### src/rtl/booth_r4_mac_seq.sv
// Sequential radix-4 Booth multiplier with optional saturating accumulate.
// Retires two multiplier bits per cycle; valid/ready on both sides.
`timescale 1ns/1ps
module booth_r4_mac_seq #(
    parameter int WA   = 16,
    parameter int WB   = 16,
    parameter int WACC = 40
) (
    input  logic               clk,
    input  logic               rst,
    input  logic               in_valid,
    output logic               in_ready,
    input  logic [WA-1:0]      a,
    input  logic [WB-1:0]      b,
    input  logic               signed_mode,
    input  logic               acc_en,
    input  logic               acc_clr,
    output logic               out_valid,
    input  logic               out_ready,
    output logic [WA+WB-1:0]   product,
    output logic [WACC-1:0]    acc,
    output logic               acc_ovf,
    output logic               busy
);

    localparam int WP    = WA + WB;
    localparam int NSTEP = WB / 2 + 1;
    localparam int WS    = WP + 2;
    localparam int WBX   = WB + 3;
    localparam int WCNT  = $clog2(NSTEP + 1);

    typedef enum logic [1:0] {S_IDLE, S_CALC, S_DONE} state_t;

    state_t            r_state;
    state_t            w_state_nxt;
    logic [WS-1:0]     r_a_sh;
    logic [WS-1:0]     r_sum;
    logic [WBX-1:0]    r_b_sh;
    logic [WCNT-1:0]   r_step;
    logic              r_signed;
    logic              r_acc_en;
    logic              r_acc_clr;
    logic [WP-1:0]     r_product;
    logic [WACC-1:0]   r_acc;
    logic              r_acc_ovf;

    logic              w_accept;
    logic              w_last;
    logic [WS-1:0]     w_pp;
    logic [WS-1:0]     w_sum;
    logic [WP-1:0]     w_prod;
    logic [WACC-1:0]   w_p_ext;
    logic [WACC:0]     w_acc_sum;
    logic [WACC-1:0]   w_acc_nxt;
    logic              w_ovf_nxt;

    assign w_accept = in_valid && in_ready;
    assign w_last   = (r_step == WCNT'(NSTEP - 1));

    assign product  = r_product;
    assign acc      = r_acc;
    assign acc_ovf  = r_acc_ovf;

    // NOTE: sequential state uses non-blocking assignments so every register
    // samples pre-edge values regardless of statement order.
    always_ff @(posedge clk) begin
        if (rst) r_state <= S_IDLE;
        else     r_state <= w_state_nxt;
    end

    always_comb begin
        // NOTE: default assignment first so no path leaves the signal unassigned
        // (otherwise synthesis infers a latch).
        w_state_nxt = r_state;
        case (r_state)
            S_IDLE:  if (w_accept) w_state_nxt = S_CALC;
            S_CALC:  if (w_last)   w_state_nxt = S_DONE;
            S_DONE:  if (out_ready) w_state_nxt = w_accept ? S_CALC : S_IDLE;
            default: w_state_nxt = S_IDLE;
        endcase
    end

    always_comb begin
        in_ready  = 1'b0;
        out_valid = 1'b0;
        busy      = 1'b1;
        case (r_state)
            S_IDLE: begin
                in_ready = 1'b1;
                busy     = 1'b0;
            end
            S_DONE: begin
                out_valid = 1'b1;
                in_ready  = out_ready;
            end
            default: ;
        endcase
    end

    // Booth digit from the low triplet; r_a_sh already carries weight 4^i.
    always_comb begin
        case (r_b_sh[2:0])
            3'b001, 3'b010: w_pp = r_a_sh;
            3'b011:         w_pp = r_a_sh << 1;
            3'b100:         w_pp = -(r_a_sh << 1);
            3'b101, 3'b110: w_pp = -r_a_sh;
            default:        w_pp = '0;
        endcase
    end

    assign w_sum     = r_sum + w_pp;
    assign w_prod    = w_sum[WP-1:0];
    assign w_p_ext   = r_signed ? {{(WACC-WP){w_prod[WP-1]}}, w_prod}
                                : {{(WACC-WP){1'b0}}, w_prod};
    assign w_acc_sum = {r_acc[WACC-1], r_acc} + {w_p_ext[WACC-1], w_p_ext};

    // Top two bits of the one-bit-wider sum disagree exactly on overflow.
    always_comb begin
        w_acc_nxt = r_acc;
        w_ovf_nxt = r_acc_ovf;
        if (r_acc_en) begin
            if (r_acc_clr) begin
                w_acc_nxt = w_p_ext;
                w_ovf_nxt = 1'b0;
            end else if (w_acc_sum[WACC:WACC-1] == 2'b01) begin
                w_acc_nxt = {1'b0, {(WACC-1){1'b1}}};
                w_ovf_nxt = 1'b1;
            end else if (w_acc_sum[WACC:WACC-1] == 2'b10) begin
                w_acc_nxt = {1'b1, {(WACC-1){1'b0}}};
                w_ovf_nxt = 1'b1;
            end else begin
                w_acc_nxt = w_acc_sum[WACC-1:0];
            end
        end
    end

    always_ff @(posedge clk) begin
        if (rst) begin
            r_a_sh    <= '0;
            r_b_sh    <= '0;
            r_sum     <= '0;
            r_step    <= '0;
            r_signed  <= 1'b0;
            r_acc_en  <= 1'b0;
            r_acc_clr <= 1'b0;
            r_product <= '0;
            r_acc     <= '0;
            r_acc_ovf <= 1'b0;
        end else if (w_accept) begin
            r_a_sh    <= signed_mode ? {{(WS-WA){a[WA-1]}}, a} : {{(WS-WA){1'b0}}, a};
            r_b_sh    <= {(signed_mode ? {2{b[WB-1]}} : 2'b00), b, 1'b0};
            r_sum     <= '0;
            r_step    <= '0;
            r_signed  <= signed_mode;
            r_acc_en  <= acc_en;
            r_acc_clr <= acc_clr;
        end else if (r_state == S_CALC) begin
            r_sum  <= w_sum;
            r_a_sh <= r_a_sh << 2;
            r_b_sh <= r_b_sh >> 2;
            r_step <= r_step + WCNT'(1);
            if (w_last) begin
                r_product <= w_prod;
                r_acc     <= w_acc_nxt;
                r_acc_ovf <= w_ovf_nxt;
            end
        end
    end

endmodule
### config.mk
export PLATFORM = sky130hd
export DESIGN_NAME = booth_r4_mac_seq
export DESIGN_NICKNAME = d
export VERILOG_FILES = /design/src/rtl/booth_r4_mac_seq.sv
export SDC_FILE = /design/constraint.sdc
export NUM_CORES = 1
export LEC_CHECK = 0
export CAP_MARGIN = 0
export CORE_MARGIN = 3
export CORE_UTILIZATION = 59
export DETAILED_ROUTE_END_ITERATION = 12
export MAX_ROUTING_LAYER = met4
export PLACE_DENSITY = 0.82
export SYNTH_ARGS = -nofsm -noshare
export SYNTH_HDL_FRONTEND = slang
export SYNTH_SLANG_ARGS = --single-unit
### constraint.sdc
create_clock -name clk -period 8 [get_ports clk]
set_input_delay 2 -clock clk [delete_from_list [all_inputs] [get_ports clk]]
set_output_delay 2 -clock clk [all_outputs]
set_load 0.02 [all_outputs]
==> results of run 1 <==
path summary, 6_finish.rpt:
path | slack, ns | cells after the start | to | startpoint
min | 0.46 | 2 | product[26] | product[26]
max | 0.48 | 28 | acc[33] | r_a_sh[0]
max reg2reg | 0.48 | 28 | acc[33] | r_a_sh[0]
min reg2reg | 0.46 | 2 | product[26] | product[26]
registers in the layout, summed over array words and instances (netlist names):
register	count
r_acc_en	1
acc_ovf	1
r_a_sh	32
acc	40
r_b_sh	18
r_state	2
r_sum	32
r_signed	1
product	32
r_step	4
r_acc_clr	1
per-layer routing:
layer,routed length [µm],vias to the layer above,share of wire (%),GRT usage [%]
met5,0,-,0,-
met2,17200,524,46,52.5
met4,1470,0,3.9,13.9
met3,2460,96,6.5,4.21
met1,16500,5956,44,44.2
li1,-,6075,-,-
cell usage in the layout, fill, tap and decap left out, drive strengths merged, types with 8 or more instances in the layout:
cell,instances
a211oi,39
a21o,23
a21oi,223
a221oi,17
a22oi,41
a31oi,27
and2,11
and3,12
buf,40
clkbuf,18
clkdlybuf4s50,113
dfxtp,164
ha,67
inv,40
mux2i,10
nand2,290
nand2b,19
nand3,33
nand4,8
nor2,118
nor2b,10
nor3,43
nor4,16
o21a,9
o21ai,101
o21bai,14
o22ai,12
o31ai,13
or3,11
xnor2,65
xor2,25
cell usage after synthesis (all sizes together), types with 23 or more instances:
master	count	share of area, %
buf	32	1.6
o21ai	101	4.6
a21oi	223	9.1
a22oi	41	2.5
dfxtp	164	27
xnor2	65	4.7
a211oi	39	3.2
xor2	25	1.8
clkbuf	92	2.8
nand3	33	1.4
nor2	118	3.6
inv	32	0.98
nand2	290	9.0
a31oi	27	1.5
ha	67	6.9
a21o	23	1.4
nor3	43	1.8
cell families (layout without fill, tap and decap cells):
logic type | after synthesis | count (layout) | synth area share, %
AND/OR/NAND/NOR | 600 | 601 | 22.8
AO/OA/AOI/OAI | 568 | 568 | 30.3
flip-flops | 164 | 164 | 26.9
buffers and inverters | 156 | 217 | 5.42
XOR/XNOR | 90 | 90 | 6.46
adder cells (fa/ha/maj) | 69 | 69 | 7.19
multiplexers | 11 | 11 | 0.912
other | 0 | 3 | 0
through the flow:
stage	std cells	util, %	hold slack [ns]	total power, mW	cell area (µm²)
detailed placement	1952	67.5	0.450	1.41	13400
global placement	1952	67.5	0.442	1.40	13400
finish	1988	70.7	0.457	2.21	14100
floorplan	1658	-	0.437	1.27	12200
CTS	1984	70.3	0.458	2.20	14000
global route	1988	70.7	0.479	2.30	14100
where the power goes:
group / leakage (nW) / internal [mW] / switching (mW)
Combinational: 3.71 / 0.203 / 0.322
Sequential: 1.33 / 0.841 / 0.0438
Clock: 0.272 / 0.415 / 0.382
worst register-to-register path: cells and delay by family, from the launching register on:
family / cells / cell delay (ns)
and+or+nand+nor: 11 / 2.68
AOI/OAI and AO/OA: 10 / 2.50
adders and majority gates: 3 / 1.09
buffers and inverters: 3 / 0.56
DFF: 1 / 0.38
xor gates and xnor gates: 1 / 0.28
final cells by class:
class	count	area (µm²)	area share, %
inverter	32	120	0.853
antenna	3	7.51	0.0533
clock inverter	14	114	0.808
multi-input combinational	1339	8350	59.3
timing repair buffer	153	1440	10.2
sequential	164	3280	23.3
clock buffer	18	439	3.12
tap	265	332	2.35
==> out/results.tsv, run 1 <==
stage	metric	value	unit
pwr	power.leakage	5.32	nW
pwr	p_per_area	157	nW/µm²
setup_path	crit_path_max_incr_delay	0.54	ns
status	outcome	finished clean	
floorplan	row_count	51	
synthesis	syn_avg_cell_area	7.36	µm²
synthesis	yosysWarnings	0	
sta	hold_violations	0	
final_layout	syn_to_final_growth	15.3	%
final_layout	drive_above_1_share	8.55	%
setup_path	slowest_stage	or4_1	
routing	vias_per_cell	6.36	
clocking	clock_sinks	164	
clocking	clk_pin_slew	0.07	ns
clocking	cts.path.max_buffers	2	
clocking	insertion_delay	0.44	ns
floorplan	dieArea	22500	µm²
clocking	cts_buffers	17	
global_routing	track_usage	33.6	%
global_routing	grt_overflow	0	
final_layout	nFillCells	1707	
clocking	postCtsSetupBuffers	0	
synthesis	synth_flop_cell	dfxtp_1	
synthesis	ys_seq_elements	164	
placed_design	dp_slack	0.382	ns
pwr	peakVddDrop	0.137	mV
global_routing	grt_antenna_before_repair	3	
floorplan	num_io_pins	115	
routing	wirelength	37600	µm
setup_path	critPathTopFamily	simple AND/OR/NAND/NOR gates	
setup_path	path_max_fanout	20	
sta	setup_ws	0.475	ns
sta	fin_crit_sh	94.1	%
sta	slew-limit-headroom	35.7	%
setup_path	end_kind	flop	
setup_path	cp.arrival	7.91	ns
global_routing	grt_pass1_wl	59800	µm
floorplan	die_h	150	µm
floorplan	core_area	19900	µm²
setup_path	critPathRequiredTime	8.38	ns
clocking	cts_tree	built	
synthesis	synth_fp_nets	1766	
global_routing	grt_pass1_vias	11900	
synthesis	synth-async-reset-ratio	0	%
setup_path	path_buf_inv	3	
sta	slew_violations	0	
flow_run	cap_violations	0	
placed_design	place.gp.congestion	0.989	
clocking	hold_buffers	0	
routing	ant_nets	0	
clocking	htreeDepth	4	
routing	post_drt_wl_per_cell	18.9	µm
worst_hold_path	min-delay-path-class	flop to flop	
setup_path	worstSetupStartpointType	flop	
clocking	clockRootBuffer	clkbuf_16	
sta	setup_viol	0	
synthesis	syn_inst	1658	
synthesis	synth_edf_count	0	
synthesis	ys_types	92	
clocking	ctsResizeCount	0	
routing	firstDrtPassIters	5	
routing	route.detailed.drc	0	
placed_design	hpwl	26600	µm
synthesis	netlist_area	12200	µm²
floorplan	die_x	150	µm
sta	fmax	133	MHz
sta	post-route-min-period	7.52	ns
setup_path	critPathKind	flop to flop	
routing	vias	12700	
routing	drt_iter0_markers	1186	
sta	worst_pin_slew	0.956	ns
global_routing	grt_max_degree	70	
placed_design	port_buffers	114	
sta	clock_skew	0.0147	ns
floorplan	start_util	61.3	%
synthesis	ys_seq_area_share	26.9	%
sta	tns	0	ns
final_layout	finalNetCount	1815	
Note: power is estimated with default switching activity, not from simulation.
==> inputs of run 2 (changes only) <==
- CORE_MARGIN: 3 -> not set
==> run 2 against run 1 <==
  * Sequential cell count is the same
  * Via count shrank 0.85%
  * Cell count grew 0.35%
  * Largest power group unchanged
==> out/results.tsv, run 2 (same netlist as run 1, synthesis figures left out) <==
stage	metric	value	unit	change
status	outcome	finished clean		unchanged
pwr	power.leakage	5.32	nW	about the same
final_layout	drive_above_1_share	8.36	%	was 8.55%
setup_path	cp.arrival	7.81	ns	was 7.91 ns
clocking	cts_tree	built		unchanged
global_routing	grt_overflow	0		unchanged
clocking	clockRootBuffer	clkbuf_16		unchanged
routing	wirelength	36300	µm	was 37600 µm
final_layout	finalNetCount	1818		was 1815
clocking	htreeDepth	4		unchanged
sta	setup_viol	0		unchanged
pwr	peakVddDrop	0.146	mV	was 0.137 mV
placed_design	place.gp.congestion	0.993		was 0.989
final_layout	syn_to_final_growth	15.4	%	was 15.3%
sta	clock_skew	0.0172	ns	was 0.0147 ns
global_routing	track_usage	34.7	%	was 33.6%
sta	slew-limit-headroom	47.2	%	was 35.7%
setup_path	slowest_stage	or4_1		unchanged
clocking	hold_buffers	0		unchanged
global_routing	grt_pass1_vias	11500		was 11900
worst_hold_path	min-delay-path-class	flop to flop		unchanged
floorplan	dieArea	21300	µm²	was 22500 µm²
sta	fin_crit_sh	92.9	%	was 94.1%
setup_path	worstSetupStartpointType	flop		unchanged
clocking	clock_sinks	164		unchanged
floorplan	row_count	52		was 51
sta	rsz0062_at_grt	no		
setup_path	critPathKind	flop to flop		unchanged
pwr	p_per_area	158	nW/µm²	was 157 nW/µm²
routing	post_drt_wl_per_cell	18.2	µm	was 18.9 µm
sta	worst_pin_slew	0.785	ns	was 0.956 ns
placed_design	hpwl	26000	µm	was 26600 µm
setup_path	path_max_fanout	18		was 20
global_routing	grt_pass1_wl	58100	µm	was 59800 µm
clocking	cts_buffers	17		unchanged
flow_run	cap_violations	0		unchanged
routing	drt_iter0_markers	1016		was 1186
global_routing	grt_antenna_before_repair	2		was 3
placed_design	port_buffers	114		unchanged
setup_path	crit_path_max_incr_delay	0.45	ns	was 0.54 ns
pwr	finalPower	2.22	mW	was 2.21 mW
final_layout	largest_reg_flops	40		unchanged
sta	post-route-min-period	7.43	ns	was 7.52 ns
sta	fmax	135	MHz	was 133 MHz
setup_path	end_kind	flop		unchanged
setup_path	critPathRequiredTime	8.38	ns	about the same
routing	route.detailed.drc	0		unchanged
placed_design	place_inst	1958		was 1952
routing	vias	12500		was 12700
routing	ant_nets	0		unchanged
final_layout	final_common_cell	nand2_1		unchanged
final_layout	final_cell_mix	nand2_1 (289), a21oi_1 (223), dfxtp_1 (164)		was nand2_1 (289), a21oi_1 (221), dfxtp_1 (164)
sta	tns	0	ns	unchanged
global_routing	grt_max_degree	70		unchanged
final_layout	final_cells	1995		was 1988
routing	vias_per_cell	6.29		was 6.36
final_layout	nFillCells	1752		was 1707
floorplan	die_x	146	µm	was 150 µm
floorplan	start_util	60.3	%	was 61.3%
sta	slew_violations	0		unchanged
clocking	clk_pin_slew	0.08	ns	was 0.07 ns
clocking	insertion_delay	0.44	ns	about the same
floorplan	core_area	20200	µm²	was 19900 µm²
floorplan	die_h	146	µm	was 150 µm
sta	hold_violations	0		unchanged
routing	firstDrtPassIters	5		unchanged
floorplan	num_io_pins	115		unchanged
clocking	cts.path.max_buffers	2		unchanged
==> run 2: path summary, 6_finish.rpt <==
path / startpoint / endpoint / slack (ns) / cells after the start
max: r_a_sh[0] / acc[33] / 0.57 / 33
min: product[22] / product[22] / 0.46 / 2
max reg2reg: r_a_sh[0] / acc[33] / 0.57 / 33
min reg2reg: product[22] / product[22] / 0.46 / 2
==> run 2: through the flow <==
| step | hold WS, ns | cell area (µm²) | util (%) | worst slack, ns |
|---|---|---|---|---|
| 5_1_grt | 0.474 | 14100 | 69.6 | 0.0333 |
| 6_report | 0.456 | 14100 | 69.6 | 0.569 |
| 2_1_floorplan | 0.437 | 12200 | - | 1.42 |
| 3_3_place_gp | 0.442 | 13500 | 66.5 | 0.655 |
| 4_1_cts | 0.457 | 14000 | 69.3 | 0.418 |
| 3_5_place_dp | 0.448 | 13500 | 66.5 | 0.439 |
==> run 2: cell type report <==
cell class / instances / area, µm² / area share (%)
Clock inverter: 15 / 144 / 1.02
Clock buffer: 17 / 425 / 3.02
Antenna cell: 2 / 5.00 / 0.0355
Tap cell: 270 / 338 / 2.40
Inverter: 32 / 120 / 0.853
Multi-Input combinational cell: 1339 / 8310 / 59.0
Timing Repair Buffer: 156 / 1460 / 10.3
Sequential cell: 164 / 3280 / 23.3
==> run 2: report_power, final <==
group,internal [mW],total (mW),leakage [nW],switching [mW]
clock network,0.436,0.817,0.273,0.380
registers,0.841,0.885,1.33,0.0437
logic,0.202,0.518,3.71,0.317
==> run 2: critical path, delay by kind of cell, from the launching register on <==
kind,cells,cell delay [ns]
AOI/OAI and AO/OA,13,2.87
and+or+nand+nor,11,2.34
adders and majority gates,3,0.88
buffers and inverters,4,0.66
DFF,1,0.36
xor gates and xnor gates,2,0.28
==> run 2: what timing repair did <==
item / CTS / global route
buffers inserted: 0 / 2
gates resized for setup: 0 / 7
endpoints found under the setup margin: 0 / 37
==> run 2: per-layer routing <==
metal,wire length (µm),GRT usage (%),up-vias
li1,-,-,6074
met1,15900,44.8,5886
met2,16600,54.5,504
met3,2560,4.48,80
met4,1200,14.8,0
met5,0,-,-
